--- src/rtl/phase_timer.sv ---
// phase_timer: times the washer controller's active phase and
// pulses phase_Done when the phase's duration has elapsed.
module phase_timer #(
  parameter int TICKS_PER_UNIT = 1000,
  parameter int COUNT_W        = 16,
  parameter int SOAK_T         = 5,
  parameter int WASH_T         = 10,
  parameter int RINSE_T        = 6,
  parameter int SPIN_T         = 4
) (
  input  logic               clock,
  input  logic               reset_n,
  input  logic               soak_Operation,
  input  logic               wash_Operation,
  input  logic               rinse_Operation,
  input  logic               spin_Operation,
  input  logic               mode_1,
  input  logic               mode_2,
  input  logic               mode_3,
  input  logic               lid,
  input  logic               cancel,
  output logic               phase_Done,
  output logic [COUNT_W-1:0] time_Remaining,
  output logic               paused,
  output logic               fault
);

  localparam int PW =
    (TICKS_PER_UNIT > 1) ? $clog2(TICKS_PER_UNIT) : 1;
  localparam logic [PW-1:0] PRE_MAX =
    PW'(TICKS_PER_UNIT - 1);

  typedef enum logic [1:0] {
    T_IDLE,
    T_RUN,
    T_PAUSE,
    T_DONE
  } state_e;

  typedef enum logic [2:0] {
    PH_NONE,
    PH_SOAK,
    PH_WASH,
    PH_RINSE,
    PH_SPIN
  } phase_e;

  state_e             state_q, state_d;
  phase_e             phase_q, phase_d;
  phase_e             code;
  logic [PW-1:0]      pre_q, pre_d;
  logic [COUNT_W-1:0] cnt_q, cnt_d;
  logic               done_q, done_d;
  logic               paused_q, paused_d;
  logic               fault_q, fault_d;
  logic [3:0]         ops;
  logic               illegal;
  logic               load;
  logic               tick;
  int unsigned        base;
  int unsigned        mult;
  logic [COUNT_W-1:0] dur;

  assign ops = {soak_Operation, wash_Operation,
                rinse_Operation, spin_Operation};
  // Clearing the lowest set bit leaves something only if 2+ are set.
  assign illegal = |(ops & (ops - 4'd1));

  always_comb begin
    code = PH_NONE;
    if (!illegal) begin
      unique case (1'b1)
        soak_Operation:  code = PH_SOAK;
        wash_Operation:  code = PH_WASH;
        rinse_Operation: code = PH_RINSE;
        spin_Operation:  code = PH_SPIN;
        default:         code = PH_NONE;
      endcase
    end
  end

  always_comb begin
    base = 0;
    unique case (code)
      PH_SOAK:  base = SOAK_T;
      PH_WASH:  base = WASH_T;
      PH_RINSE: base = RINSE_T;
      PH_SPIN:  base = SPIN_T;
      default:  base = 0;
    endcase
  end

  always_comb begin
    mult = 1;
    if (mode_3) begin
      mult = 3;
    end else if (mode_2) begin
      mult = 2;
    end
  end

  assign dur  = COUNT_W'(base * mult);
  assign tick = (pre_q == PRE_MAX);
  assign load = !cancel && !illegal
             && (code != PH_NONE) && (code != phase_q);

  always_comb begin
    state_d = state_q;
    phase_d = phase_q;
    pre_d   = pre_q;
    cnt_d   = cnt_q;
    done_d  = 1'b0;
    fault_d = illegal && !cancel;
    if (cancel || illegal) begin
      state_d = T_IDLE;
      phase_d = PH_NONE;
      pre_d   = '0;
      cnt_d   = '0;
    end else if (load) begin
      phase_d = code;
      pre_d   = '0;
      cnt_d   = dur;
      if (dur == '0) begin
        state_d = T_DONE;
        done_d  = 1'b1;
      end else begin
        state_d = T_RUN;
      end
    end else if (code == PH_NONE) begin
      state_d = T_IDLE;
      phase_d = PH_NONE;
      pre_d   = '0;
      cnt_d   = '0;
    end else begin
      unique case (state_q)
        T_RUN: begin
          pre_d = tick ? '0 : pre_q + PW'(1);
          if (tick) begin
            cnt_d = cnt_q - COUNT_W'(1);
          end
          // Reaching zero takes precedence over a lid pause.
          if (tick && cnt_q == COUNT_W'(1)) begin
            state_d = T_DONE;
            done_d  = 1'b1;
          end else if (phase_q == PH_SPIN && lid) begin
            state_d = T_PAUSE;
          end
        end
        T_PAUSE: begin
          if (!lid) begin
            state_d = T_RUN;
          end
        end
        default: begin
        end
      endcase
    end
    paused_d = (state_d == T_PAUSE);
  end

  always_ff @(posedge clock or negedge reset_n) begin
    if (!reset_n) begin
      state_q  <= T_IDLE;
      phase_q  <= PH_NONE;
      pre_q    <= '0;
      cnt_q    <= '0;
      done_q   <= 1'b0;
      paused_q <= 1'b0;
      fault_q  <= 1'b0;
    end else begin
      state_q  <= state_d;
      phase_q  <= phase_d;
      pre_q    <= pre_d;
      cnt_q    <= cnt_d;
      done_q   <= done_d;
      paused_q <= paused_d;
      fault_q  <= fault_d;
    end
  end

  // Cancel also masks a pulse already sitting in the output register.
  assign phase_Done     = done_q && !cancel;
  assign time_Remaining = cnt_q;
  assign paused         = paused_q;
  assign fault          = fault_q;

endmodule

--- config.mk ---
export PLATFORM = sky130hd
export DESIGN_NAME = phase_timer
export DESIGN_NICKNAME = d
export VERILOG_FILES = /design/src/rtl/phase_timer.sv
export SDC_FILE = /design/constraint.sdc
export NUM_CORES = 1
export LEC_CHECK = 0
export CORE_MARGIN = 4
export CORE_UTILIZATION = 35
export DETAILED_ROUTE_END_ITERATION = 16
export PLACE_DENSITY = 0.57
export SYNTH_ARGS = -nofsm -noshare
export SYNTH_HDL_FRONTEND = slang
export SYNTH_SLANG_ARGS = --single-unit
export TNS_END_PERCENT = 1
--- constraint.sdc ---
create_clock -name clock -period 2.6 [get_ports clock]
set_input_delay 0.65 -clock clock [delete_from_list [all_inputs] [get_ports clock]]
set_output_delay 0.65 -clock clock [all_outputs]
set_load 0.01 [all_outputs]
==> impl_metrics.py <==
metrics = {
    "status": {
        "outcome": "finished, violations left",
        "violations": "negative setup slack",
    },
    "layout": {
        "area_growth_pct": 36.5,
        "layout.nets": 348,
        "fillers": 630,
        "multi_input_area_um2": 1400,
        "drive_above_1_share_pct": 24.1,
        "num_antenna_cells": 0,
        "regArea_um2": 851,
    },
    "timing": {
        "holdWs_ns": 0.557,
        "post-route-period-util_pct": 103,
        "timing.fmax_mhz": 375,
        "tightestPinTransition_ns": 0.454,
        "hold_viol": 0,
        "rsz0062_at_grt": "yes",
        "relSlewSlack_pct": 69.7,
        "finalMaxSlewViolations": 0,
        "min_period_ns": 2.67,
        "setup-violations-final": 3,
        "fin_ws_ns": -0.0658,
        "clock_skew_ns": 0.00409,
    },
    "floorplanning": {
        "dieHeight_um": 88.4,
        "die_w_um": 88.4,
        "core_um2": 6310,
        "die_area_um2": 7810,
        "io_pins": 30,
        "start_util_pct": 35.8,
        "num_rows": 29,
    },
    "placement": {
        "dp_hpwl_um": 4170,
        "dp_slack_ns": -0.821,
        "port_buffers": 28,
        "gp_congestion": 0.831,
    },
    "synthesis": {
        "synth-async-reset-ratio_pct": 100,
        "yosys.area.top_type": "dfrtp_1",
        "yosys-top-cells-area": "dfrtp_1 38%, nor2_1 5.1%, or4_1 4.7%, ha_1 4.4%, a21oi_1 4.2%",
        "synth_cell_types": 53,
        "synth_top_cell_area_share_pct": 37.7,
        "synth-seq-cells": 34,
        "synth.cells.most_frequent": "34 x dfrtp_1, 31 x nor2_1, 23 x nand2_1, 19 x a21oi_1, 17 x o21ai_0",
        "syn_inst": 256,
        "yosysMostFrequentCell": "dfrtp_1",
        "netlist_area_um2": 2260,
        "synth_flop_cell": "dfrtp_1",
        "synth_edf_count": 0,
        "avgSynthCellArea_um2": 8.83,
        "yosysSeqAreaShare_pct": 37.7,
        "synth_warnings": 0,
        "syn_nets": 276,
    },
    "setup_path": {
        "reg2reg_depth": 6,
        "critPathSlowestCell": "or4_1",
        "cp_cell_sequence": "buf_4, xor2_1, o211ai_1, nor2_2, buf_4, fa_1, or4_1, or3_4, a21oi_2",
        "worstReg2RegEnd": "time_Remaining[14]",
        "start_kind": "input pin",
        "worst_ep_required_time_ns": 2.82,
        "rr_startpoint": "time_Remaining[6]",
        "cp_max_fo": 6,
        "crit_path_end_kind": "flop",
        "r2r_setup_slack_ns": 0.27,
        "path_class": "input pin to flop",
        "max_stage_delay_ns": 0.52,
        "arrival_ns": 2.88,
        "crit_top_cell": "buf_4",
    },
    "drt": {
        "via_count": 2148,
        "dr.first_iter.drc_count": 52,
        "first_pass_iters": 4,
        "ant_nets": 0,
        "vias_per_cell": 5.30,
        "wl_per_cell_um": 13.8,
        "wl_um": 5590,
        "drc": 0,
    },
    "hold_path": {
        "hold_depth": 2,
        "hold_class": "flop to flop",
        "min-delay-start": "pre_q[9]",
        "hold_end": "pre_q[9]",
    },
    "clocking": {
        "clk_root_buffer_cell": "clkbuf_8",
        "clock_sinks": 34,
        "cts.clk_slew.worst_paths_ns": 0.07,
        "cts_tree": "done",
        "cts_buffers": 5,
        "clock_latency_ns": 0.28,
        "htreeDepth": 2,
        "clock_path_buffers": 2,
    },
    "grt": {
        "overflow": 0,
        "antenna_found_initial": 0,
        "track_usage_pct": 15.8,
        "grt_pass1_vias": 2164,
        "top_usage_layer": "met2",
        "globalRouteMet2Util_pct": 25.3,
        "grt_max_degree": 35,
        "grt_util_met1_pct": 21.3,
        "use_met3_pct": 3.54,
        "grt_first_pass_wirelength_um": 9780,
    },
    "pwr": {
        "power.leakage_uw": 0.00141,
        "powerDensity_nw_per_um2": 413,
        "vdd_ir_drop_max_mv": 0.267,
    },
    "run": {
        "maxCapViolCount": 0,
    },
}
## registers in the layout, indices dropped and copies added, names as in the netlist
name / cells
done_q: 1
fault: 1
paused: 1
phase_q: 3
pre_q: 10
state_q: 2
time_Remaining: 16
## critical path: cells and delay by family
kind                     cells  cell delay [ns]
AND/OR/NAND/NOR              3             0.95
adder cells (fa/ha/maj)      1             0.47
AO/OA/AOI/OAI                2             0.38
buffers and inverters        2             0.28
XOR/XNOR                     1             0.17
## cell type report
class | instances | share of cell area [%]
tap | 77 | 3.12
multi-input combinational | 206 | 45.3
sequential | 34 | 27.6
timing repair buffer | 74 | 20.6
clock buffer | 7 | 2.47
inverter | 7 | 0.852
## cell usage in the layout (no fill, tap or decap), drive strengths merged, types with 2 or more instances in the layout
| master | instances |
|---|---|
| mux2i | 6 |
| a211oi | 2 |
| o21ai | 18 |
| or3 | 11 |
| or4 | 15 |
| ha | 8 |
| a21boi | 3 |
| nor2 | 32 |
| nor4bb | 2 |
| xor2 | 6 |
| dfrtp | 34 |
| nor2b | 2 |
| clkbuf | 7 |
| xnor2 | 3 |
| or2 | 2 |
| buf | 49 |
| a21o | 2 |
| nand4 | 3 |
| o31ai | 5 |
| nor4 | 7 |
| inv | 7 |
| clkdlybuf4s50 | 22 |
| nand3 | 4 |
| nor4b | 2 |
| o211ai | 4 |
| nand3b | 2 |
| nand2b | 3 |
| nand2 | 23 |
| dlygate4sd2 | 2 |
| a31oi | 3 |
| o21bai | 2 |
| nor3 | 5 |
| a21oi | 20 |
## through the flow
step	TNS (ns)	util (%)	cells	area (um2)	power, uW
finish	-0.0839	48.9	405	3090	1270
global route	-0.517	48.9	405	3090	1360
CTS	-0.0769	48.3	404	3050	1290
global placement	-14.52	46.2	391	2920	899
floorplan	-0.650	-	256	2270	757
detailed placement	-14.78	46.2	391	2920	902
## repair_timing
action | in CTS | in global routing
resized for setup | 26 | 7
hold buffers | 0 | 0
buffers inserted | 6 | 1
gates cloned | 0 | 0
endpoints found under the setup margin | 29 | 12
pin swaps | 9 | 3
## metal layers
metal,up-vias,share of wire [%]
met2,29,46
met3,9,3.3
met5,-,0
met1,1007,49
li1,1103,-
met4,0,1.4
## cell families after synthesis
family | synth area share (%)
mux | 2.66
simple gates | 29.4
compound gates | 17.7
xor+xnor | 3.49
buf+inv | 3.38
flops | 37.7
fa+ha+maj | 5.76
## report_power, final
part	internal (uW)	leakage, uW	switching [uW]
logic	175	0.000901	168
clock network	184	0.0000383	184
registers	545	0.000470	18.5
total	904	0.00141	370
## worst max path at each step
| stage | from | endpoint | slack [ns] | cells after the start |
|---|---|---|---|---|
| 6_report | rinse_Operation | paused | -0.07 | 9 |
| 5_1_grt | rinse_Operation | paused | -0.18 | 11 |
| 4_1_cts | rinse_Operation | paused | -0.06 | 11 |
| 3_5_place_dp | rinse_Operation | paused | -0.82 | 11 |
| 3_3_place_gp | rinse_Operation | paused | -0.76 | 9 |
| 2_1_floorplan | rinse_Operation | paused | -0.25 | 9 |
Power figures use the tool's default switching activity.
